[config.mk]
export PLATFORM = sky130hd
export DESIGN_NAME = hex_uart_tx
export DESIGN_NICKNAME = d
export VERILOG_FILES = /design/src/rtl/hex_uart_tx_pkg.sv /design/src/rtl/uart_tx_byte.sv /design/src/rtl/hex_uart_tx.sv
export SDC_FILE = /design/constraint.sdc
export NUM_CORES = 1
export LEC_CHECK = 0
export CAP_MARGIN = 20
export CORE_ASPECT_RATIO = 0.7
export CORE_MARGIN = 1.5
export CORE_UTILIZATION = 54
export DETAILED_ROUTE_END_ITERATION = 10
export PLACE_DENSITY = 0.83
export RECOVER_POWER = 50
export SLEW_MARGIN = 20
export SYNTH_ARGS = -nofsm -noshare
export SYNTH_HDL_FRONTEND = slang
export SYNTH_HIERARCHICAL = 1
export SYNTH_SLANG_ARGS = --single-unit
[constraint.sdc]
create_clock -name clk -period 2.8 [get_ports clk]
set_clock_uncertainty 0.2 [all_clocks]
set_input_delay 0.42 -clock clk [delete_from_list [all_inputs] [get_ports clk]]
set_output_delay 0.42 -clock clk [all_outputs]
set_load 0.02 [all_outputs]
[src/rtl/hex_uart_tx_pkg.sv]
// Shared definitions for the hex-printing UART transmitter: serializer states,
// line terminator characters and default bit timing.
package hex_uart_tx_pkg;

  typedef enum logic [1:0] {
    ST_IDLE  = 2'd0,
    ST_START = 2'd1,
    ST_DATA  = 2'd2,
    ST_STOP  = 2'd3
  } tx_state_e;

  localparam logic [7:0]  ASCII_CR             = 8'h0D;
  localparam logic [7:0]  ASCII_LF             = 8'h0A;
  localparam int unsigned DEFAULT_CLKS_PER_BIT = 868;
  localparam int          BAUD_W               = 16;
  localparam logic [2:0]  LAST_CHAR            = 3'd5;
  localparam logic [2:0]  LAST_BIT             = 3'd7;

endpackage

[src/rtl/uart_tx_byte.sv]
// 8N1 byte serializer. done_o marks the final stop-bit cycle so the caller can
// chain the next byte into START on the same edge with no idle gap.
module uart_tx_byte
  import hex_uart_tx_pkg::*;
#(
  parameter int unsigned CLKS_PER_BIT = DEFAULT_CLKS_PER_BIT
) (
  input  logic       clk,
  input  logic       rst_n,
  input  logic       start_i,
  input  logic [7:0] data_i,
  output logic       done_o,
  output logic       tx_o
);

  localparam logic [BAUD_W-1:0] BAUD_LAST = BAUD_W'(CLKS_PER_BIT - 1);

  tx_state_e         state_q;
  logic [BAUD_W-1:0] baud_q;
  logic [2:0]        bit_q;
  logic [7:0]        shift_q;
  logic              tx_q;
  logic              bit_end;

  assign bit_end = (baud_q == BAUD_LAST);
  assign done_o  = (state_q == ST_STOP) && bit_end;
  assign tx_o    = tx_q;

  always_ff @(posedge clk) begin
    if (!rst_n) begin
      state_q <= ST_IDLE;
      baud_q  <= '0;
      bit_q   <= '0;
      shift_q <= '0;
      tx_q    <= 1'b1;
    end else begin
      baud_q <= bit_end ? '0 : baud_q + 1'b1;
      case (state_q)
        ST_IDLE: begin
          baud_q <= '0;
          if (start_i) begin
            state_q <= ST_START;
            shift_q <= data_i;
            bit_q   <= '0;
            tx_q    <= 1'b0;
          end
        end
        ST_START: begin
          if (bit_end) begin
            state_q <= ST_DATA;
            tx_q    <= shift_q[0];
          end
        end
        ST_DATA: begin
          if (bit_end) begin
            if (bit_q == LAST_BIT) begin
              state_q <= ST_STOP;
              tx_q    <= 1'b1;
            end else begin
              bit_q   <= bit_q + 3'd1;
              shift_q <= shift_q >> 1;
              tx_q    <= shift_q[1];
            end
          end
        end
        ST_STOP: begin
          if (bit_end) begin
            // Back-to-back chaining: a pending byte goes straight to START.
            if (start_i) begin
              state_q <= ST_START;
              shift_q <= data_i;
              bit_q   <= '0;
              tx_q    <= 1'b0;
            end else begin
              state_q <= ST_IDLE;
              tx_q    <= 1'b1;
            end
          end
        end
        default: begin
          state_q <= ST_IDLE;
          tx_q    <= 1'b1;
        end
      endcase
    end
  end

endmodule

[src/rtl/hex_uart_tx.sv]
// Prints each accepted 16-bit word as four uppercase hex characters plus CR LF
// over a UART line, feeding the byte serializer one character at a time.
module hex_uart_tx
  import hex_uart_tx_pkg::*;
#(
  parameter int unsigned CLKS_PER_BIT = DEFAULT_CLKS_PER_BIT
) (
  input  logic        clk,
  input  logic        rst_n,
  input  logic [15:0] word_in,
  input  logic        word_valid,
  output logic        word_ready,
  output logic        tx,
  output logic        busy
);

  function automatic logic [7:0] hex_ascii(input logic [3:0] nib);
    if (nib < 4'hA) return 8'h30 + {4'h0, nib};
    else            return 8'h37 + {4'h0, nib};
  endfunction

  function automatic logic [7:0] line_char(input logic [15:0] w, input logic [2:0] idx);
    case (idx)
      3'd0:    return hex_ascii(w[15:12]);
      3'd1:    return hex_ascii(w[11:8]);
      3'd2:    return hex_ascii(w[7:4]);
      3'd3:    return hex_ascii(w[3:0]);
      3'd4:    return ASCII_CR;
      default: return ASCII_LF;
    endcase
  endfunction

  logic [15:0] word_q, word_d;
  logic [2:0]  char_idx_q, char_idx_d;
  logic        busy_q, busy_d;
  logic        ready_q, ready_d;
  logic        accept;
  logic        byte_start;
  logic [7:0]  byte_data;
  logic        byte_done;
  logic [2:0]  char_next;

  assign accept     = word_valid && ready_q;
  assign char_next  = char_idx_q + 3'd1;
  assign word_ready = ready_q;
  assign busy       = busy_q;

  always_comb begin
    word_d     = word_q;
    char_idx_d = char_idx_q;
    busy_d     = busy_q;
    ready_d    = ready_q;
    byte_start = 1'b0;
    byte_data  = '0;
    if (accept) begin
      // word_q is not loaded yet, so the first character comes from word_in.
      word_d     = word_in;
      char_idx_d = '0;
      busy_d     = 1'b1;
      ready_d    = 1'b0;
      byte_start = 1'b1;
      byte_data  = line_char(word_in, 3'd0);
    end else if (busy_q && byte_done) begin
      if (char_idx_q == LAST_CHAR) begin
        busy_d  = 1'b0;
        ready_d = 1'b1;
      end else begin
        char_idx_d = char_next;
        byte_start = 1'b1;
        byte_data  = line_char(word_q, char_next);
      end
    end else if (!busy_q) begin
      ready_d = 1'b1;
    end
  end

  always_ff @(posedge clk) begin
    if (!rst_n) begin
      word_q     <= '0;
      char_idx_q <= '0;
      busy_q     <= 1'b0;
      ready_q    <= 1'b0;
    end else begin
      word_q     <= word_d;
      char_idx_q <= char_idx_d;
      busy_q     <= busy_d;
      ready_q    <= ready_d;
    end
  end

  uart_tx_byte #(
    .CLKS_PER_BIT(CLKS_PER_BIT)
  ) u_tx_byte (
    .clk    (clk),
    .rst_n  (rst_n),
    .start_i(byte_start),
    .data_i (byte_data),
    .done_o (byte_done),
    .tx_o   (tx)
  );

endmodule

==> impl_metrics.yaml, run 1 <==
status:
  outcome: "finished, final reports clean"
placement:
  port_buffers: 21
  pre_cts_slack_ns: 0.254
  place.gp.congestion: 0.921
  dpl.hpwl_um: 5090
floorplanning:
  core_um2: 5760
  rows: 23
  initial_utilization_pct: 56.4
  die_h_um: 67.9
  dieArea_um2: 6500
  io_pins: 22
  dieWidth_um: 95.7
route:
  drt_pass1_iterations: 5
  drcViolationCount: 0
  num_vias: 2758
  routedWlPerCell_um: 14.4
  drt_iter0_markers: 167
  viasPerCell: 5.71
  drtAntennaViolNets: 0
  drt_wl_total_um: 6960
clock_network:
  path_clk_slew_ns: 0.10
  root_buffer: "clkbuf_8"
  cts_buffers: 5
  cts_buffer_depth: 2
  htreeDepth: 2
  post_cts_buffers: 0
  cts_tree: "built"
  clkSinkCount: 51
  clk_latency_ns: 0.30
finish:
  syn_to_final_growth_pct: 10.1
  final_common_cell: "nand2_1"
  antennaDiodeCount: 0
  final_cell_mix: "nand2_1, dfxtp_1, nor2_1"
  nets: 444
  drive_gt1_share_pct: 8.58
yosys:
  ys.flop_type: "dfxtp_1"
  synth_seq_cells: 51
  syn_nets: 428
  synth_edf_count: 0
  synthDistinctLibCells: 65
  synth_seq_area_share_pct: 31.4
  ys_warn_count: 6
  avgSynthCellArea_um2: 8.31
  netlist_instances: 391
  syn-cell-area_um2: 3250
  async_flop_share_pct: 0
sta:
  fmax_ghz: 0.393
  hold_violations: 0
  relSlewSlack_pct: 15.5
  final.setup.worst_slack_ns: 0.257
  fin_crit_ns: 2.54
  period_share_pct: 90.8
  rsz0062_at_grt: "false"
  slew_viol_final: 0
  setup-tns-final_ns: 0
  setup_viol: 0
  tightest_slew_ns: 1.27
worst_setup_path:
  end_kind: "flop"
  ff2ff_path_depth: 9
  cp_data_arrival_time_ns: 2.58
  critPathLaunchType: "input port"
  worstPathRequired_ns: 2.84
  crit_fanout: 33
  critical_path_class: "input port to flop"
grt:
  antenna_found_initial: 0
  grt-ovfl-total: 0
  grt_first_pass_wirelength_um: 11800
  grt_max_degree: 34
  grt_usage_pct: 23.1
  grt_pass1_vias: 2543
power:
  switchingPower_w: 0.000575
  power-per-cell-area_nw_per_um2: 496
  p_sw_share_pct: 32.5
  ir_worst_vdd_mv: 0.305
  pwr-share-clk_pct: 24.2
  p_comb_share_pct: 27.2
  p_leak_nw: 1.26
  total_power_w: 0.00177
  intPower_w: 0.00120
  seqPwrFrac_pct: 48.5
worst_hold_path:
  hp-class: "flop to flop"
  hold_depth: 2
flow_run:
  maxCapViolCount: 0
-- logic make-up (layout without fill, tap and decap cells) --
logic type	after synthesis	after routing	share of synthesized area (%)
adder cells (fa/ha/maj)	18	18	6.93
other	1	1	0.115
flip-flops	51	51	31.4
buffers and inverters	41	58	6.43
AO/OA/AOI/OAI	88	88	20.3
AND/OR/NAND/NOR	158	158	24.8
multiplexers	15	15	4.66
XOR/XNOR	19	19	5.35
-- area by class of cell --
cell class                      count  area, um^2
Clock buffer                        5        68.8
Clock inverter                      3        18.8
Fill cell                         513        2180
Inverter                           20        75.1
Multi-Input combinational cell    299        2020
Sequential cell                    51        1020
Tap cell                           75        93.8
Timing Repair Buffer               30         274
-- worst max-delay path, cell delays in order --
cell,delay [ns]
clkdlybuf4s50_1,0.65
clkbuf_1,0.97
nand2_1,0.33
nor2_1,0.20
-- power groups by stage --
stage | registers [W] | logic [W] | clock network, W
after floorplan | 0.000867 | 0.000367 | 0
after global placement | 0.000872 | 0.000470 | 0
after detailed placement | 0.000875 | 0.000486 | 0
after CTS | 0.000859 | 0.000486 | 0.000448
after global routing | 0.000869 | 0.000539 | 0.000474
final | 0.000860 | 0.000483 | 0.000429
-- stage by stage --
stage                     util, %  hold WS (ns)  std cells  area, um^2
after floorplan                 -         0.234        391        3250
final                        62.1         0.266        483        3570
after detailed placement     60.6         0.257        475        3490
after global placement       60.6         0.246        475        3490
after CTS                    62.1         0.271        483        3570
after global routing         62.1         0.296        483        3570
-- Yosys cell counts, types with 3 or more instances --
library cell | n | area [um^2]
a21boi_1 | 17 | 128
a21oi_1 | 12 | 60.1
a22oi_1 | 4 | 30.0
and2_1 | 3 | 18.8
and4_1 | 3 | 26.3
and4b_1 | 3 | 30.0
buf_2 | 6 | 30.0
buf_4 | 3 | 22.5
buf_6 | 4 | 45.0
clkbuf_1 | 7 | 26.3
dfxtp_1 | 51 | 1020
ha_1 | 18 | 225
inv_1 | 19 | 71.3
mux2i_1 | 14 | 140
nand2_1 | 73 | 274
nand3_1 | 13 | 65.1
nand3b_1 | 3 | 22.5
nand4_1 | 8 | 50.1
nor2_1 | 20 | 75.1
nor2b_1 | 5 | 31.3
nor3_1 | 4 | 20.0
nor4_1 | 3 | 18.8
o211ai_1 | 5 | 37.5
o21ai_0 | 12 | 60.1
o21ai_1 | 8 | 40.0
o221a_1 | 7 | 78.8
or3_1 | 4 | 25.0
xnor2_1 | 9 | 78.8
xor2_1 | 9 | 78.8
-- metal layers --
layer	vias up	share of wire, %	track usage (%)
li1	1411	-	-
met5	-	0	0
met4	0	0.88	5.51
met3	8	5.6	4.89
met1	1266	52	32.3
met2	73	41	36.5
-- timing repair --
item / CTS / global route
setup endpoints to repair: 0 / 6
gates resized for setup: 0 / 1
hold buffers: 0 / 0
-- worst paths after layout --
check,start,end,slack [ns]
min reg2reg,u_tx_byte/bit_q[2],u_tx_byte/bit_q[2],0.27
max,rst_n,char_idx_q[0],0.26
min,u_tx_byte/bit_q[2],u_tx_byte/bit_q[2],0.27
max reg2reg,char_idx_q[0],u_tx_byte/shift_q[4],0.28
-- sequential cells by signal, summed over array words and instances (netlist names) --
| signal | flops |
|---|---|
| u_tx_byte/baud_q | 16 |
| word_q | 16 |
| u_tx_byte/shift_q | 8 |
| char_idx_q | 3 |
| u_tx_byte/bit_q | 3 |
| u_tx_byte/state_q | 2 |
| busy | 1 |
| u_tx_byte/tx_o | 1 |
| word_ready | 1 |
No activity file was read; power rests on OpenSTA's default activity.
==> inputs of run 2 (changes only) <==
- CELL_PAD_IN_SITES_DETAIL_PLACEMENT: not set -> 1
- CELL_PAD_IN_SITES_GLOBAL_PLACEMENT: not set -> 2
- CORE_UTILIZATION: 54 -> 33
==> impl_metrics.yaml, run 2 (synthesized netlist as in run 1, its figures left out) <==
status:
  outcome: "finished, final reports clean"
power:
  power-per-cell-area_nw_per_um2: 533
  ir_worst_vdd_mv: 0.245
  p_leak_nw: 1.29
  total_power_w: 0.00198
sta:
  setup-tns-final_ns: 0
  fin_crit_ns: 2.55
  holdWs_ns: 0.264
  hold_violations: 0
  slew_viol_final: 0
  tightest_slew_ns: 0.699
  setup_viol: 0
  period_share_pct: 91.2
  rsz0062_at_grt: "false"
  fmax_ghz: 0.392
  relSlewSlack_pct: 53.4
worst_setup_path:
  crit_slowest_cell: "dfxtp_1"
  r2r-end: "u_tx_byte/shift_q[6]"
  ff2ff_path_depth: 11
  crit_start: "u_tx_byte/baud_q[11]"
  critPathLaunchType: "flop"
  r2r_slack_ns: 0.25
  worstPathRequired_ns: 2.84
  r2r_start: "u_tx_byte/baud_q[11]"
  critical_path_class: "flop to flop"
  crit_chain: "nor4_1, nand4_1, nor3_2, nand3_2, clkbuf_1, nor3_2, nand2_1, o22ai_1, mux2i_1, nand2_1, o221a_1"
  crit_fanout: 6
  cp_data_arrival_time_ns: 2.59
  crit_path_max_incr_delay_ns: 0.39
  end_kind: "flop"
clock_network:
  cts_tree: "built"
  root_buffer: "clkbuf_16"
  clkSinkCount: 51
  htreeDepth: 2
  path_clk_slew_ns: 0.07
  clk_latency_ns: 0.29
  cts_buffers: 5
  cts_buffer_depth: 2
finish:
  fin_area_um2: 3710
  antennaDiodeCount: 0
  nets: 447
  reg_top3: "u_tx_byte/baud_q: 16 flops, word_q: 16 flops, u_tx_byte/shift_q: 8 flops"
  final_common_cell: "nand2_1"
  final_cell_mix: "nand2_1, dfxtp_1, nor2_1"
  drive_gt1_share_pct: 8.76
  syn_to_final_growth_pct: 14.3
floorplanning:
  rows: 30
  die_h_um: 86.0
  dieArea_um2: 10500
  io_pins: 22
  core_um2: 9650
  dieWidth_um: 122
  initial_utilization_pct: 33.7
grt:
  grt_pass1_vias: 2737
  grt_usage_pct: 16.6
  grt-ovfl-total: 0
  grt_first_pass_wirelength_um: 13700
  antenna_found_initial: 0
  grt_max_degree: 24
worst_hold_path:
  hp-class: "flop to flop"
  min_from: "u_tx_byte/bit_q[1]"
  min_to: "u_tx_byte/bit_q[1]"
  hold_depth: 2
route:
  drtAntennaViolNets: 0
  routedWlPerCell_um: 15.4
  drt_pass1_iterations: 4
  num_vias: 2796
  viasPerCell: 5.19
  drt_wl_total_um: 8290
  drcViolationCount: 0
  drt_iter0_markers: 123
flow_run:
  maxCapViolCount: 0
placement:
  dpl.hpwl_um: 6190
  place.gp.congestion: 0.795
  port_buffers: 21
  place_area_um2: 3570
[run 2: changes by cell type in the layout (fill, tap and decap cells not counted), sizes merged]
cell           previous run  this run
dlygate4sd3               3         4
clkdlybuf4s50            18        17
clkbuf                    6         8
inv                      21        20
clkinv                    2         1
buf                       8        10
clkinvlp                  0         1
[run 2: area by class of cell]
| class | count | area (um^2) |
|---|---|---|
| multi-input combinational | 299 | 2020 |
| sequential | 51 | 1020 |
| inverter | 20 | 75.1 |
| clock inverter | 2 | 12.5 |
| timing repair buffer | 33 | 293 |
| tap | 128 | 160 |
| fill | 1158 | 5930 |
| clock buffer | 6 | 129 |
[run 2: power breakdown]
part           switching (W)  internal (W)  leakage, nW
clock network       0.000284      0.000331       0.0669
logic               0.000272      0.000228        0.810
registers          0.0000690      0.000796        0.415
total               0.000626       0.00135         1.29
[run 2: per-stage QoR]
stage                     worst slack, ns  instances  util, %
after detailed placement            0.163        531     37.1
after floorplan                     0.184        391        -
final                               0.247        539     38.5
after global placement              0.286        531     37.1
after global routing               0.0548        539     38.5
after CTS                           0.151        539     38.5
[run 2: critical path, delay by kind of cell, from the launching register on]
kind,cells,cell delay (ns)
compound gates,2,0.32
buf+inv,1,0.19
mux,1,0.09
simple gates,7,1.31
flops,1,0.39
[run 2: routing by layer]
layer	share of wire, %	GRT usage, %
met1	54	25.1
met2	43	25.1
met3	3.0	2.99
met4	0.39	2.25
met5	0	0
[run 2: worst max-delay path by stage]
stage	slack (ns)	end	cells past startpoint
floorplan	0.18	u_tx_byte/bit_q[2]	11
global placement	0.29	u_tx_byte/shift_q[2]	9
detailed placement	0.16	u_tx_byte/bit_q[0]	10
CTS	0.15	u_tx_byte/bit_q[0]	10
global route	0.05	u_tx_byte/shift_q[5]	11
finish	0.25	u_tx_byte/shift_q[6]	11
[run 2: repair_timing]
action / CTS / global route
hold buffers: 0 / 0
resized for setup: 0 / 1
hold endpoints to repair: 0 / 0
setup endpoints to repair: 0 / 5
buffers inserted: 0 / 0
